==> src/rtl/rtp_pkg.sv <==
// Shared RTP definitions for the bitwise packetizer and depacketizer.
// Holds header constants, error/state enums and the header field bundle.
package rtp_pkg;

   localparam logic [1:0] RTP_VERSION   = 2'd2;
   localparam int         RTP_HDR_BYTES = 12;

   typedef enum logic [1:0] {
      ERR_NONE        = 2'b00,
      ERR_VERSION     = 2'b01,
      ERR_UNSUPPORTED = 2'b10,
      ERR_RUNT        = 2'b11
   } rtp_err_e;

   typedef enum logic [1:0] {
      HDR     = 2'd0,
      PAYLOAD = 2'd1,
      DROP    = 2'd2
   } rtp_state_e;

   typedef struct packed {
      logic        marker;
      logic [6:0]  pt;
      logic [15:0] seq;
      logic [31:0] ts;
      logic [31:0] ssrc;
   } rtp_hdr_t;

   // Only bytes 0 and 1 carry checkable header content.
   function automatic rtp_err_e rtp_hdr_check(
      input logic [3:0] idx,
      input logic [7:0] b,
      input logic       chk_pt,
      input logic [6:0] exp_pt
   );
      rtp_err_e r;
      r = ERR_NONE;
      if (idx == 4'd0) begin
         if (b[7:6] != RTP_VERSION)
            r = ERR_VERSION;
         else if (b[4] || (b[3:0] != 4'd0))
            r = ERR_UNSUPPORTED;
      end else if (idx == 4'd1) begin
         if (chk_pt && (b[6:0] != exp_pt))
            r = ERR_UNSUPPORTED;
      end
      return r;
   endfunction

endpackage

==> src/rtl/rtp_byte_serializer.sv <==
// Byte-to-bit shifter, MSB first, with ready/valid on both sides.
// A byte may reload on the same cycle its last bit is consumed.
module rtp_byte_serializer (
   input  logic       clk_in,
   input  logic       rst_in,
   input  logic       i_load,
   input  logic [7:0] i_byte,
   input  logic       i_bit_ready,
   output logic       o_bit,
   output logic       o_bit_valid,
   output logic       o_byte_ready,
   output logic       o_consume,
   output logic       o_last_bit
);

   logic [7:0] r_shreg;
   logic [3:0] r_bits_left;

   assign o_bit        = r_shreg[7];
   assign o_bit_valid  = (r_bits_left != 4'd0);
   assign o_consume    = o_bit_valid && i_bit_ready;
   assign o_last_bit   = o_consume && (r_bits_left == 4'd1);
   assign o_byte_ready = (r_bits_left == 4'd0) ||
                         ((r_bits_left == 4'd1) && i_bit_ready);

   always_ff @(posedge clk_in) begin
      if (rst_in) begin
         r_shreg     <= 8'd0;
         r_bits_left <= 4'd0;
      end else if (i_load) begin
         r_shreg     <= i_byte;
         r_bits_left <= 4'd8;
      end else if (o_consume) begin
         r_shreg     <= {r_shreg[6:0], 1'b0};
         r_bits_left <= r_bits_left - 4'd1;
      end
   end

endmodule

==> src/rtl/rtp_depacketizer.sv <==
// RTP receive path: parses/validates the 12-byte header from a byte
// stream and serializes the payload as an MSB-first bit stream.
module rtp_depacketizer
   import rtp_pkg::*;
#(
   parameter int EXPECTED_PT = 96,
   parameter bit CHECK_PT    = 1'b1
) (
   input  logic        clk_in,
   input  logic        rst_in,
   input  logic [7:0]  data_in,
   input  logic        valid_in,
   input  logic        last_in,
   output logic        ready_out,
   output logic        bit_out,
   output logic        bit_valid_out,
   input  logic        bit_ready_in,
   output logic        header_valid_out,
   output logic        marker_out,
   output logic [6:0]  payload_type_out,
   output logic [15:0] seq_num_out,
   output logic [31:0] rtp_timestamp_out,
   output logic [31:0] ssrc_out,
   output logic [15:0] payload_bit_count_out,
   output logic        pkt_done_out,
   output logic        seq_gap_out,
   output logic        error_out,
   output logic [1:0]  error_code_out
);

   rtp_state_e r_state, w_state_nxt;
   logic [3:0] r_idx, w_idx_nxt;
   logic       r_last_pend;
   rtp_hdr_t   r_sh, r_fields, w_hdr_new;
   logic       r_first, r_hv, r_pd, r_gap, r_err;
   rtp_err_e   r_code, w_code, w_chk;
   logic [15:0] r_cnt, w_seq_inc;

   logic w_err, w_hdr_done, w_done_set, w_load, w_pend_set;
   logic w_ser_ready, w_ser_consume, w_ser_last_bit;

   rtp_byte_serializer u_ser (
      .clk_in       (clk_in),
      .rst_in       (rst_in),
      .i_load       (w_load),
      .i_byte       (data_in),
      .i_bit_ready  (bit_ready_in),
      .o_bit        (bit_out),
      .o_bit_valid  (bit_valid_out),
      .o_byte_ready (w_ser_ready),
      .o_consume    (w_ser_consume),
      .o_last_bit   (w_ser_last_bit)
   );

   assign w_chk = rtp_hdr_check(r_idx, data_in, CHECK_PT, 7'(EXPECTED_PT));

   always_comb begin
      w_state_nxt = r_state;
      w_idx_nxt   = r_idx;
      w_err       = 1'b0;
      w_code      = ERR_NONE;
      w_hdr_done  = 1'b0;
      w_done_set  = 1'b0;
      w_load      = 1'b0;
      w_pend_set  = 1'b0;
      ready_out   = 1'b0;
      unique case (r_state)
         HDR: begin
            ready_out = 1'b1;
            if (valid_in) begin
               if (w_chk != ERR_NONE) begin
                  w_err       = 1'b1;
                  w_code      = w_chk;
                  w_idx_nxt   = 4'd0;
                  w_state_nxt = last_in ? HDR : DROP;
               end else if (r_idx == 4'(RTP_HDR_BYTES - 1)) begin
                  w_hdr_done = 1'b1;
                  w_idx_nxt  = 4'd0;
                  if (last_in)
                     w_done_set = 1'b1;
                  else
                     w_state_nxt = PAYLOAD;
               end else if (last_in) begin
                  w_err     = 1'b1;
                  w_code    = ERR_RUNT;
                  w_idx_nxt = 4'd0;
               end else begin
                  w_idx_nxt = r_idx + 4'd1;
               end
            end
         end
         PAYLOAD: begin
            // Once the final byte is in, hold off the next packet's bytes.
            ready_out  = w_ser_ready && !r_last_pend;
            w_load     = valid_in && ready_out;
            w_pend_set = w_load && last_in;
            if (w_ser_last_bit && r_last_pend) begin
               w_done_set  = 1'b1;
               w_state_nxt = HDR;
               w_idx_nxt   = 4'd0;
            end
         end
         DROP: begin
            ready_out = 1'b1;
            if (valid_in && last_in) begin
               w_state_nxt = HDR;
               w_idx_nxt   = 4'd0;
            end
         end
         default: begin
            w_state_nxt = HDR;
            w_idx_nxt   = 4'd0;
         end
      endcase
   end

   always_ff @(posedge clk_in) begin
      if (rst_in) begin
         r_state     <= HDR;
         r_idx       <= 4'd0;
         r_last_pend <= 1'b0;
      end else begin
         r_state <= w_state_nxt;
         r_idx   <= w_idx_nxt;
         if (w_pend_set)
            r_last_pend <= 1'b1;
         else if (w_done_set)
            r_last_pend <= 1'b0;
      end
   end

   always_comb begin
      w_hdr_new           = r_sh;
      w_hdr_new.ssrc[7:0] = data_in;
   end

   assign w_seq_inc = r_fields.seq + 16'd1;

   always_ff @(posedge clk_in) begin
      if (rst_in) begin
         r_sh     <= '0;
         r_fields <= '0;
         r_first  <= 1'b1;
         r_hv     <= 1'b0;
         r_pd     <= 1'b0;
         r_gap    <= 1'b0;
         r_err    <= 1'b0;
         r_code   <= ERR_NONE;
         r_cnt    <= 16'd0;
      end else begin
         r_hv  <= w_hdr_done;
         r_pd  <= w_done_set;
         r_err <= w_err;
         r_gap <= 1'b0;
         if (w_err)
            r_code <= w_code;
         if ((r_state == HDR) && valid_in) begin
            case (r_idx)
               4'd1:    {r_sh.marker, r_sh.pt} <= data_in;
               4'd2:    r_sh.seq[15:8]   <= data_in;
               4'd3:    r_sh.seq[7:0]    <= data_in;
               4'd4:    r_sh.ts[31:24]   <= data_in;
               4'd5:    r_sh.ts[23:16]   <= data_in;
               4'd6:    r_sh.ts[15:8]    <= data_in;
               4'd7:    r_sh.ts[7:0]     <= data_in;
               4'd8:    r_sh.ssrc[31:24] <= data_in;
               4'd9:    r_sh.ssrc[23:16] <= data_in;
               4'd10:   r_sh.ssrc[15:8]  <= data_in;
               default: ;
            endcase
         end
         if (w_hdr_done) begin
            r_fields <= w_hdr_new;
            r_gap    <= !r_first && (w_hdr_new.seq != w_seq_inc);
            r_first  <= 1'b0;
            r_cnt    <= 16'd0;
         end else if (w_ser_consume) begin
            r_cnt <= r_cnt + 16'd1;
         end
      end
   end

   assign header_valid_out      = r_hv;
   assign marker_out            = r_fields.marker;
   assign payload_type_out      = r_fields.pt;
   assign seq_num_out           = r_fields.seq;
   assign rtp_timestamp_out     = r_fields.ts;
   assign ssrc_out              = r_fields.ssrc;
   assign payload_bit_count_out = r_cnt;
   assign pkt_done_out          = r_pd;
   assign seq_gap_out           = r_gap;
   assign error_out             = r_err;
   assign error_code_out        = r_code;

endmodule

==> config.mk <==
export PLATFORM = sky130hd
export DESIGN_NAME = rtp_depacketizer
export DESIGN_NICKNAME = d
export VERILOG_FILES = /design/src/rtl/rtp_pkg.sv /design/src/rtl/rtp_byte_serializer.sv /design/src/rtl/rtp_depacketizer.sv
export SDC_FILE = /design/constraint.sdc
export NUM_CORES = 1
export LEC_CHECK = 0
export CORE_MARGIN = 10
export CORE_UTILIZATION = 40
export CTS_CLUSTER_SIZE = 20
export DETAILED_ROUTE_END_ITERATION = 6
export PLACE_DENSITY_LB_ADDON = 0.25
export SLEW_MARGIN = 20
export SYNTH_ARGS = -nofsm -noshare
export SYNTH_HDL_FRONTEND = slang
export SYNTH_SLANG_ARGS = --single-unit
==> constraint.sdc <==
create_clock -name clk_in -period 2.6 [get_ports clk_in]
set_clock_uncertainty 0.2 [all_clocks]
set_input_delay 0.39 -clock clk_in [delete_from_list [all_inputs] [get_ports clk_in]]
set_output_delay 0.39 -clock clk_in [all_outputs]
set_load 0.005 [all_outputs]
== Yosys cells after proc, flatten, opt, wreduce, memory -nomap -nowiden ==
Cells that the tools add are included.

* Register bits: 210
* Output and inout port bits: 113
* Logic and storage cells: 142

* Bitwise gates (word level): 1
* Eq/ne operators: 22
* Reduce and logical (&&, ||, !) cells: 38
* Muxes and demuxes: 48
* $add $sub $neg: 4

{| class="wikitable"
|+ Operator list
! cell !! number
|-
| $mux W2 || 17
|-
| $add A16 B1 Y16 const B || 2
|-
| $mux W4 || 8
|-
| $reduce_and A2 Y1 || 10
|-
| $mux W1 || 17
|-
| $eq A4 B3 Y1 const B || 4
|-
| $eq A4 B4 Y1 const B || 4
|-
| $mux W8 || 2
|-
| $ne A16 B16 Y1 || 1
|-
| $pmux W4 S3 || 1
|-
| $logic_and A1 B1 Y1 || 10
|-
| $eq A4 B1 Y1 const B || 2
|-
| $eq A4 B2 Y1 const B || 2
|-
| $logic_not A4 Y1 || 2
|-
| $ne A2 B2 Y1 const B || 4
|-
| $reduce_bool A4 Y1 || 2
|-
| $reduce_or A2 Y1 || 4
|-
| $ne A7 B7 Y1 const B || 1
|-
| $ne A3 B3 Y1 const B || 2
|-
| $pmux W2 S3 || 1
|-
| $reduce_bool A2 Y1 || 3
|-
| $reduce_and A5 Y1 || 1
|-
| $add A4 B1 Y4 const B || 1
|-
| $pmux W1 S2 || 2
|-
| other kinds (8) || 10
|}

== Logic depth before layout (Yosys ltp) ==
Gate-level depths: netlist of run 1.

* Depth in word-level cells: 11
* Mapped depth: 9
* Depth with buffers taken out: 8

== Hierarchy ==
Synthesis of run 1 repeated with hierarchy kept, for this count alone.

* Cell total of the unflattened synthesis: 1069
* Area, all modules: 8470.6 µm²

{| class="wikitable"
|+ Modules (own cells, without submodules)
! module !! times used !! area each (µm²) !! cells an instance !! seq. area each (µm²)
|-
| rtp_depacketizer || 1 || 7831.3 || 995 || 3963.8
|-
| rtp_byte_serializer || 1 || 639.4 || 74 || 240.2
|}

== Worst setup path after synthesis of run 1 ==
OpenSTA, ideal clock, no wires.

* Kind: flip-flop to flip-flop
* From: register r_idx[0]
* To: register r_idx[1]
* Clock period less this slack: 2.318 ns
* Cell stages (with the launch flop): 9
* Required time: 2.272 ns
* Arrival: 1.991 ns
* Buffers on the path: 1
* Path slack: 0.282 ns
* Cell sequence: dfxtp_1 ha_1 buf_2 or4b_4 a41o_1 a32oi_2 nor3_1 a22oi_1 nor2_1

* Cells in the longest elaborated chain, start to end: 7
* Elaborated cells on any way between the ends: 12
* Those cells by class: 1 x add/sub; 2 x eq/ne; 7 x mux; 2 x reduce/logical

{| class="wikitable"
|+ Ends and longest elaborated chain
! what !! RTL line !! text
|-
| from (decl) || rtp_depacketizer.sv:32 || <nowiki>logic [3:0] r_idx, w_idx_nxt;</nowiki>
|-
| from (signal assigned) || rtp_depacketizer.sv:124 || <nowiki>r_idx <= w_idx_nxt;</nowiki>
|-
| branches (longest 4 deep; another with $add A4 B1 Y4) || -- ||
|-
| $mux W4 (*) || rtp_depacketizer.sv:71 || <nowiki>if (w_chk != ERR_NONE) begin</nowiki>
|-
| $mux W4 (*) || rtp_depacketizer.sv:70 || <nowiki>if (valid_in) begin</nowiki>
|-
| $pmux W4 S3 (*) || rtp_depacketizer.sv:67 || <nowiki>unique case (r_state)</nowiki>
|}

Every way passes the cells marked *. The select of a mux whose other input is x is not followed.
A chain may end at the register's enable or synchronous reset.

== Worst setup path in the final report of run 1 ==
* From: register r_idx[1]
* To: register r_idx[1]

The elaborated chain is that of the path after synthesis.

==> impl_results.md, run 1 <==
* Internal power at 5.16 mW
* Area leader, netlist: dfxtp_1
* Worst reg-to-reg setup slack at 140 ps
* Post-synthesis sequential area ratio at 49.6%
* Via count at 7,561
* Status: finished clean
* Worst r2r path cells at 8
* Top cell type's share of synthesized area at 49.6%
* Synth top area cells: dfxtp_1 50%, nand2_1 14%, a21oi_1 11%, nand3_1 5.6%, clkbuf_1 3.3%
* Starting Density at 40.5%
* Grt total ovfl at 0
* Setup CP Type: register to register
* P_leak at 3.57 nW
* Hold violation count in the final report at 0
* FF-to-FF Start: r_idx[1]
* Synthesized area at 8480 µm²
* Yosys cell types at 48
* Setup violations, final at 0
* Die Wd at 166 µm
* Synth Register Bits at 210
* Number of flops mapped to enable cells by yosys at 0
* Crit. End Element: register
* First-pass GRT wire length at 36.7 mm
* Post-placement cell count at 1,440
* Combinational power share at 2.9%
* Synth Area in Compound Gates at 14.1%
* Chip Height at 166 µm
* CTS H-tree lvls at 1
* Final Cycle Share at 94.8%
* Global-route usage over all layers at 16.2%
* Post-CTS Setup Inserts at 0
* Max-Slew Margin vs Limit at 61.8%
* Post-Synthesis Cells at 1,081
* Final HPWL from detailed placement at 15.2 mm
* Cell Pwr Density at 600 nW/µm²
* Predominant post-synthesis flop cell: dfxtp_1
* Top-count cell post-synth: nand2_1
* Mux contribution to synthesized area at 0.472%
* Commonest cells post-synth: 305 x nand2_1, 210 x dfxtp_1, 182 x a21oi_1, 95 x nand3_1, 75 x clkbuf_1
* Vias/cell at 5.12
* Worst Setup EP: r_idx[1]
* Synthesis-to-finish area growth at 28.2%
* Critical Path Start: r_idx[1]
* Clock share of power at 47.6%
* Main combinational cell family by area after synthesis: simple AND/OR/NAND/NOR gates
* Mapped Nets at 1,102
* Routability cong. at 0.836
* Post-route ant nets at 0
* RSZ-0062 raised after global routing: false
* Total wire length at 23.0 mm
* Slew Limit Fails at 0
* Net Sw Frac at 20.8%
* Port Buf Inserts at 125
* Worst-skew pair later-pin latency at 490 ps
* Vias in the first global route at 6,997
* Worst setup SP type: register
* N_diodes at 0
* Core ar. at 21,000 µm²
* Clock slew at reported path FFs at 60 ps
* Max Cap Viol at 0
* XOR/XNOR Fraction of Synth Area at 3.93%
* Root buffer cell: clkbuf_16
* DR DRC count at 0
* CTS sink cnt at 210
* DRT iter0 DRCs at 494
* Sequential group share of total power at 49.5%
* First-pass DRT Iterations at 5
* Largest net degree at the start of global routing at 84
* FFs w/ async S/R, synth at 0%
* Cts bufs inserted at 23
* Crit path DAT at 2620 ps
* Rows at 53
* Synth warn at 0
* Simple-Gate Fraction of Synth Area at 26.6%
* Switching power at 1.36 mW
* Cell Count, Final, Fillers Out at 1,478
* Fmax at 406 MHz
* Adder-cell share of the synthesized area at 1.18%
* Layout cells sized above 1 at 7.32%
* CTS tree: done
* R2R Path End: r_idx[1]
* Worst slew pin tran at 572 ps
* Peak supply drop at 0.391 mV
* Syn avg cell area at 7.84 µm²
* Die footprint at 27,400 µm²
* Worst hold path type: input pin to register
* Critical Path RT at 2760 ps
* CTS max path bufs at 3
* Wire length per cell at 15.6 µm
* Ports at 126
* CP Max Fanout at 6
* Setup TNS Final at 0 ps
* Crit path time final at 2460 ps
* Final #Nets at 1,211
* Antenna violations before repair at 0
flip-flops by register name, summed over array words and instances, names as in the netlist:
| register | count |
|---|---|
| u_ser.r_shreg | 8 |
| pkt_done_out | 1 |
| r_sh | 80 |
| seq_gap_out | 1 |
| r_last_pend | 1 |
| r_state | 2 |
| error_code_out | 2 |
| header_valid_out | 1 |
| r_idx | 4 |
| payload_bit_count_out | 16 |
| ssrc_out | 32 |
| seq_num_out | 16 |
| error_out | 1 |
| u_ser.r_bits_left | 4 |
| marker_out | 1 |
| payload_type_out | 7 |
| rtp_timestamp_out | 32 |
| r_first | 1 |
power groups by stage:
stage / registers (mW) / logic, mW / clock network, mW
floorplan: 3.30 / 0.0917 / 0
CTS: 3.22 / 0.191 / 3.18
finish: 3.23 / 0.190 / 3.10
global route: 3.22 / 0.206 / 3.31
detailed placement: 3.30 / 0.189 / 0
global placement: 3.30 / 0.188 / 0
worst max-delay path, stage by stage (launching register included):
cell and delay (ps):
dfxtp_1 410, inv_1 80, ha_1 200, or4b_4 510, a41o_1 250, a32oi_4 300
nor3_1 140, a22oi_1 200, nor2_1 50
cell usage in the layout (no fill, tap or decap), types with 7 or more instances in the layout:
cell type        count
dfxtp_1            209
nand3_1             95
buf_4               36
clkdlybuf4s50_1    122
a21oi_1            182
ha_1                 8
xor2_1              14
nor3_1              14
xnor2_1             24
nand4_1             11
inv_1                8
clkbuf_16           23
nor2_1              48
a311oi_1             7
nand2_1            305
cell families (layout without fill, tap and decap cells):
logic type / after synthesis / after routing
compound gates: 217 / 217
xor+xnor: 38 / 38
fa+ha+maj: 8 / 8
buf+inv: 89 / 211
flops: 210 / 210
mux: 4 / 4
simple gates: 515 / 515
what timing repair did:
action / in CTS / in global routing
setup endpoints to repair: 2 / 2
hold buffers: 0 / 0
pin swaps: 0 / 1
gates resized for setup: 6 / 2
endpoints found under the hold margin: 0 / 0
worst min path at each step:
stage / end / startpoint / cells past startpoint
2_1_floorplan: r_first / r_first / 1
3_3_place_gp: r_first / r_first / 1
3_5_place_dp: r_first / r_first / 1
4_1_cts: r_idx[0] / rst_in / 2
5_1_grt: error_code_out[1] / rst_in / 2
6_report: payload_type_out[2] / rst_in / 2
layer usage:
layer | GRT usage (%) | vias to the layer above | wire, µm
met5 | 0 | - | 0
met4 | 2.71 | 0 | 184
met3 | 4.19 | 14 | 1640
met2 | 25.4 | 146 | 10700
met1 | 22.2 | 3546 | 10500
li1 | - | 3855 | -
layout make-up:
type,instances,area [µm²]
sequential,210,4210
tap,275,344
inverter,8,30.0
clock buffer,34,677
fill,2047,10100
multi-input combinational,782,3970
timing repair buffer,165,1600
clock inverter,4,45.0
metrics by stage:
| step | setup slack, ps | area, µm² | total power, mW | hold WS (ps) | util, % |
|---|---|---|---|---|---|
| floorplan | 282 | 8480 | 3.39 | 220 | - |
| detailed placement | 119 | 10100 | 3.48 | 242 | 48.3 |
| CTS | 102 | 10900 | 6.60 | 121 | 51.8 |
| global route | 15.1 | 10900 | 6.74 | 146 | 51.9 |
| finish | 136 | 10900 | 6.52 | 130 | 51.9 |
| global placement | 161 | 10100 | 3.48 | 226 | 48.3 |
Note: power is estimated with default switching activity, not from simulation.
==> run 2, diff against run 1 <==
CELL_PAD_IN_SITES_DETAIL_PLACEMENT = 0   (was default)
CELL_PAD_IN_SITES_GLOBAL_PLACEMENT = 2   (was default)
CORE_UTILIZATION = 33   (was 40)
CTS_BUF_LIST = sky130_fd_sc_hd__clkbuf_8   (was default)
SYNTH_HIERARCHICAL = 1   (was default)
==> impl_results.md, run 2 <==
* Area leader, netlist: dfxtp_1
* Hold violation count in the final report at 0 (unchanged)
* FFs w/ async S/R, synth at 0% (unchanged)
* Crit-path cells: inv_1 > ha_2 > a21oi_1 > nor3_1 > nand2b_1 > o21ai_2 > dlygate4sd2_1
* Top cell type's share of synthesized area at 49.6% (+0.051 points)
* Slew Limit Fails at 0 (unchanged)
* N_diodes at 0 (unchanged)
* Final Cycle Share at 92.9% (-1.8 points)
* Synth warn at 6 (+6)
* Pwr Total at 6.48 mW (-0.60%)
* Port Buf Inserts at 125 (unchanged)
* Synth top area cells: dfxtp_1 50%, nand2_1 13%, a21oi_1 11%, nand3_1 5.6%, clkbuf_1 3.1%
* Worst slew pin tran at 556 ps (-16.8 ps)
* Most common cell after layout, fill and taps aside: nand2_1
* Crit path DAT at 1830 ps (-790 ps)
* Ports at 126 (unchanged)
* Max FFs per register at 80 (unchanged)
* Chip Height at 180 µm (+8.8%)
* Hold Crit Start: rst_in
* Mapped Nets at 1,090 (-1.1%)
* Via count at 7,540 (-0.28%)
* Cts bufs inserted at 39 (+70%)
* Core ar. at 25,300 µm² (+21%)
* # fillers at 2,638 (+29%)
* Adder-cell share of the synthesized area at 1.18% (+0.0012 points)
* P_leak at 3.78 nW (+5.9%)
* Most frequent cells in the layout: 289 x nand2_1, 209 x dfxtp_1, 180 x a21oi_1, 122 x clkdlybuf4s50_1, 95 x nand3_1
* Wire length per cell at 15.9 µm (+2.2%)
* Grt total ovfl at 0 (unchanged)
* Hold_buf cts at 0 (unchanged)
* RSZ-0062 raised after global routing: false
* Vias in the first global route at 7,451 (+6.5%)
* Post-Synthesis Cells at 1,069 (-1.1%)
* Synth Area in Compound Gates at 15.2% (+1.1 points)
* Peak supply drop at 0.268 mV (-31%)
* XOR/XNOR Fraction of Synth Area at 3.72% (-0.20 points)
* Fmax at 414 MHz (+2.0%)
* Synth Register Bits at 210 (unchanged)
* Max Cap Viol at 0 (unchanged)
* Crit. End Element: output pin
* First-pass DRT Iterations at 5 (unchanged)
* Critical Path Start: u_ser/r_bits_left[0]
* Worst setup SP type: register
* Clock slew at reported path FFs at 50 ps (about the same)
* CTS tree: done
* CP max-delay cell: dfxtp_2
* Predominant post-synthesis flop cell: dfxtp_1
* First-pass GRT wire length at 40.6 mm (+11%)
* Root buffer cell: clkbuf_8
* Mux contribution to synthesized area at 0.753% (+0.28 points)
* Main combinational cell family by area after synthesis: simple AND/OR/NAND/NOR gates
* Final #Nets at 1,227 (+1.3%)
* Area of the multi-input gates at 3920 µm² (-1.0%)
* Total wire length at 24.8 mm (+7.8%)
* Post-synthesis sequential area ratio at 49.6% (+0.051 points)
* Setup violations, final at 0 (unchanged)
* CP peak stage delay at 330 ps (-180 ps)
* CTS sink cnt at 210 (unchanged)
* Crit path time final at 2420 ps (-47.8 ps)
* Final HPWL from detailed placement at 15.8 mm (+3.9%)
* Antenna violations before repair at 0 (unchanged)
* Post-CTS Setup Inserts at 0 (unchanged)
* Worst-skew pair later-pin latency at 520 ps (+30 ps)
* Vias/cell at 4.84 (-5.5%)
* Die footprint at 32,500 µm² (+18%)
* Register area at 4210 µm² (unchanged)
* Commonest cells post-synth: 290 x nand2_1, 210 x dfxtp_1, 180 x a21oi_1, 95 x nand3_1, 70 x clkbuf_1
* Max-Slew Margin vs Limit at 63.0% (+1.1 points)
* Hold WS at 91.7 ps (-38.6 ps)
* Global-route usage over all layers at 14.8% (-1.3 points)
* Synthesis-to-finish area growth at 30.8%
* Cell Pwr Density at 585 nW/µm² (-2.5%)
* Starting Density at 33.5% (-6.9 points)
* CTS max path bufs at 3 (unchanged)
* FF-to-FF Start: seq_num_out[0]
* Setup CP Type: register to output pin
* Yosys cell types at 53 (+10%)
* Post-route ant nets at 0 (unchanged)
* Number of flops mapped to enable cells by yosys at 0 (unchanged)
* Worst hold path type: input pin to register
* DR DRC count at 0 (unchanged)
* CP Max Fanout at 4 (-2)
* Die Wd at 180 µm (+8.8%)
* DRT iter0 DRCs at 465 (-5.9%)
* Status: finished clean
* Syn avg cell area at 7.92 µm² (+1.0%)
* Critical Path RT at 2010 ps (-750 ps)
* Layout cells sized above 1 at 10.0% (+2.7 points)
* Largest net degree at the start of global routing at 79 (-6.0%)
* Simple-Gate Fraction of Synth Area at 25.1% (-1.6 points)
* Synthesized area at 8470 µm² (-0.10%)
* Top-count cell post-synth: nand2_1
* Routability cong. at 0.740 (-11%)
* CTS H-tree lvls at 2 (+1)
* Rows at 58 (+9.4%)
* Most flops, register: r_sh
-- run 2: cell count changes in the layout (fill, tap and decap cells not counted), moves of 7 or more --
cell	change
a221oi_1	+7
nand2_1	-16
nor2_1	-12
a31oi_1	+13
clkbuf_8	+44
a311oi_1	-7
inv_1	+19
xnor2_1	-9
clkbuf_16	-23
nand4_1	-8
xor2_1	+7
o21ai_0	+8
-- run 2: layer usage --
layer / track usage, % / routed length, µm / vias up / part of all wire (%)
met5: 0 / 0 / - / 0
met4: 3.90 / 345 / 0 / 1.4
met3: 3.88 / 1530 / 29 / 6.2
met2: 22.5 / 10900 / 146 / 44
met1: 20.4 / 12100 / 3476 / 49
li1: - / - / 3889 / -
-- run 2: where the power goes --
part / leakage, nW / switching [mW] / internal (mW)
registers: 1.69 / 0.00543 / 3.22
clock network: 0.430 / 1.34 / 1.70
logic: 1.66 / 0.141 / 0.0612
total: 3.78 / 1.49 / 4.99
-- run 2: path summary, 6_finish.rpt --
kind | slack (ps) | cells after the start | endpoint
worst min register to register | 250 | 1 | r_first
worst max register to register | 260 | 7 | seq_gap_out
worst min-delay path | 90 | 2 | error_out
worst max-delay path | 180 | 7 | ready_out
-- run 2: what timing repair did --
item / CTS / global route
setup endpoints to repair: 2 / 1
pin swaps: 0 / 0
hold endpoints to repair: 0 / 0
resized for setup: 4 / 3
-- run 2: metrics by stage --
stage / instance area (µm²) / utilization, % / setup TNS, ps / worst slack, ps / instances
after global placement: 10300 / 40.8 / -493 / -179 / 1495
after floorplan: 8470 / - / 0 / 203 / 1069
after detailed placement: 10300 / 40.8 / -550 / -192 / 1495
after global routing: 11100 / 43.9 / 0 / 57.9 / 1559
final: 11100 / 43.9 / 0 / 184 / 1559
after CTS: 11100 / 43.8 / 0 / 15.9 / 1559
-- run 2: cells by family after synthesis --
| family | after synthesis |
|---|---|
| multiplexers | 6 |
| flip-flops | 210 |
| buffers and inverters | 95 |
| AO/OA/AOI/OAI | 234 |
| XOR/XNOR | 36 |
| AND/OR/NAND/NOR | 480 |
| adder cells (fa/ha/maj) | 8 |
-- run 2: worst max-delay path, delay by kind of cell (launching register included) --
family	cells	cell delay, ps
AO/OA/AOI/OAI	2	200
AND/OR/NAND/NOR	2	250
adder cells (fa/ha/maj)	1	210
flip-flops	1	330
buffers and inverters	2	340
-- run 2: area by class of cell --
cell class,count,share of cell area (%)
Sequential cell,210,38.0
Inverter,16,0.542
Multi-Input combinational cell,764,35.4
Tap cell,330,3.73
Timing Repair Buffer,175,15.6
Clock buffer,50,6.21
Clock inverter,14,0.508
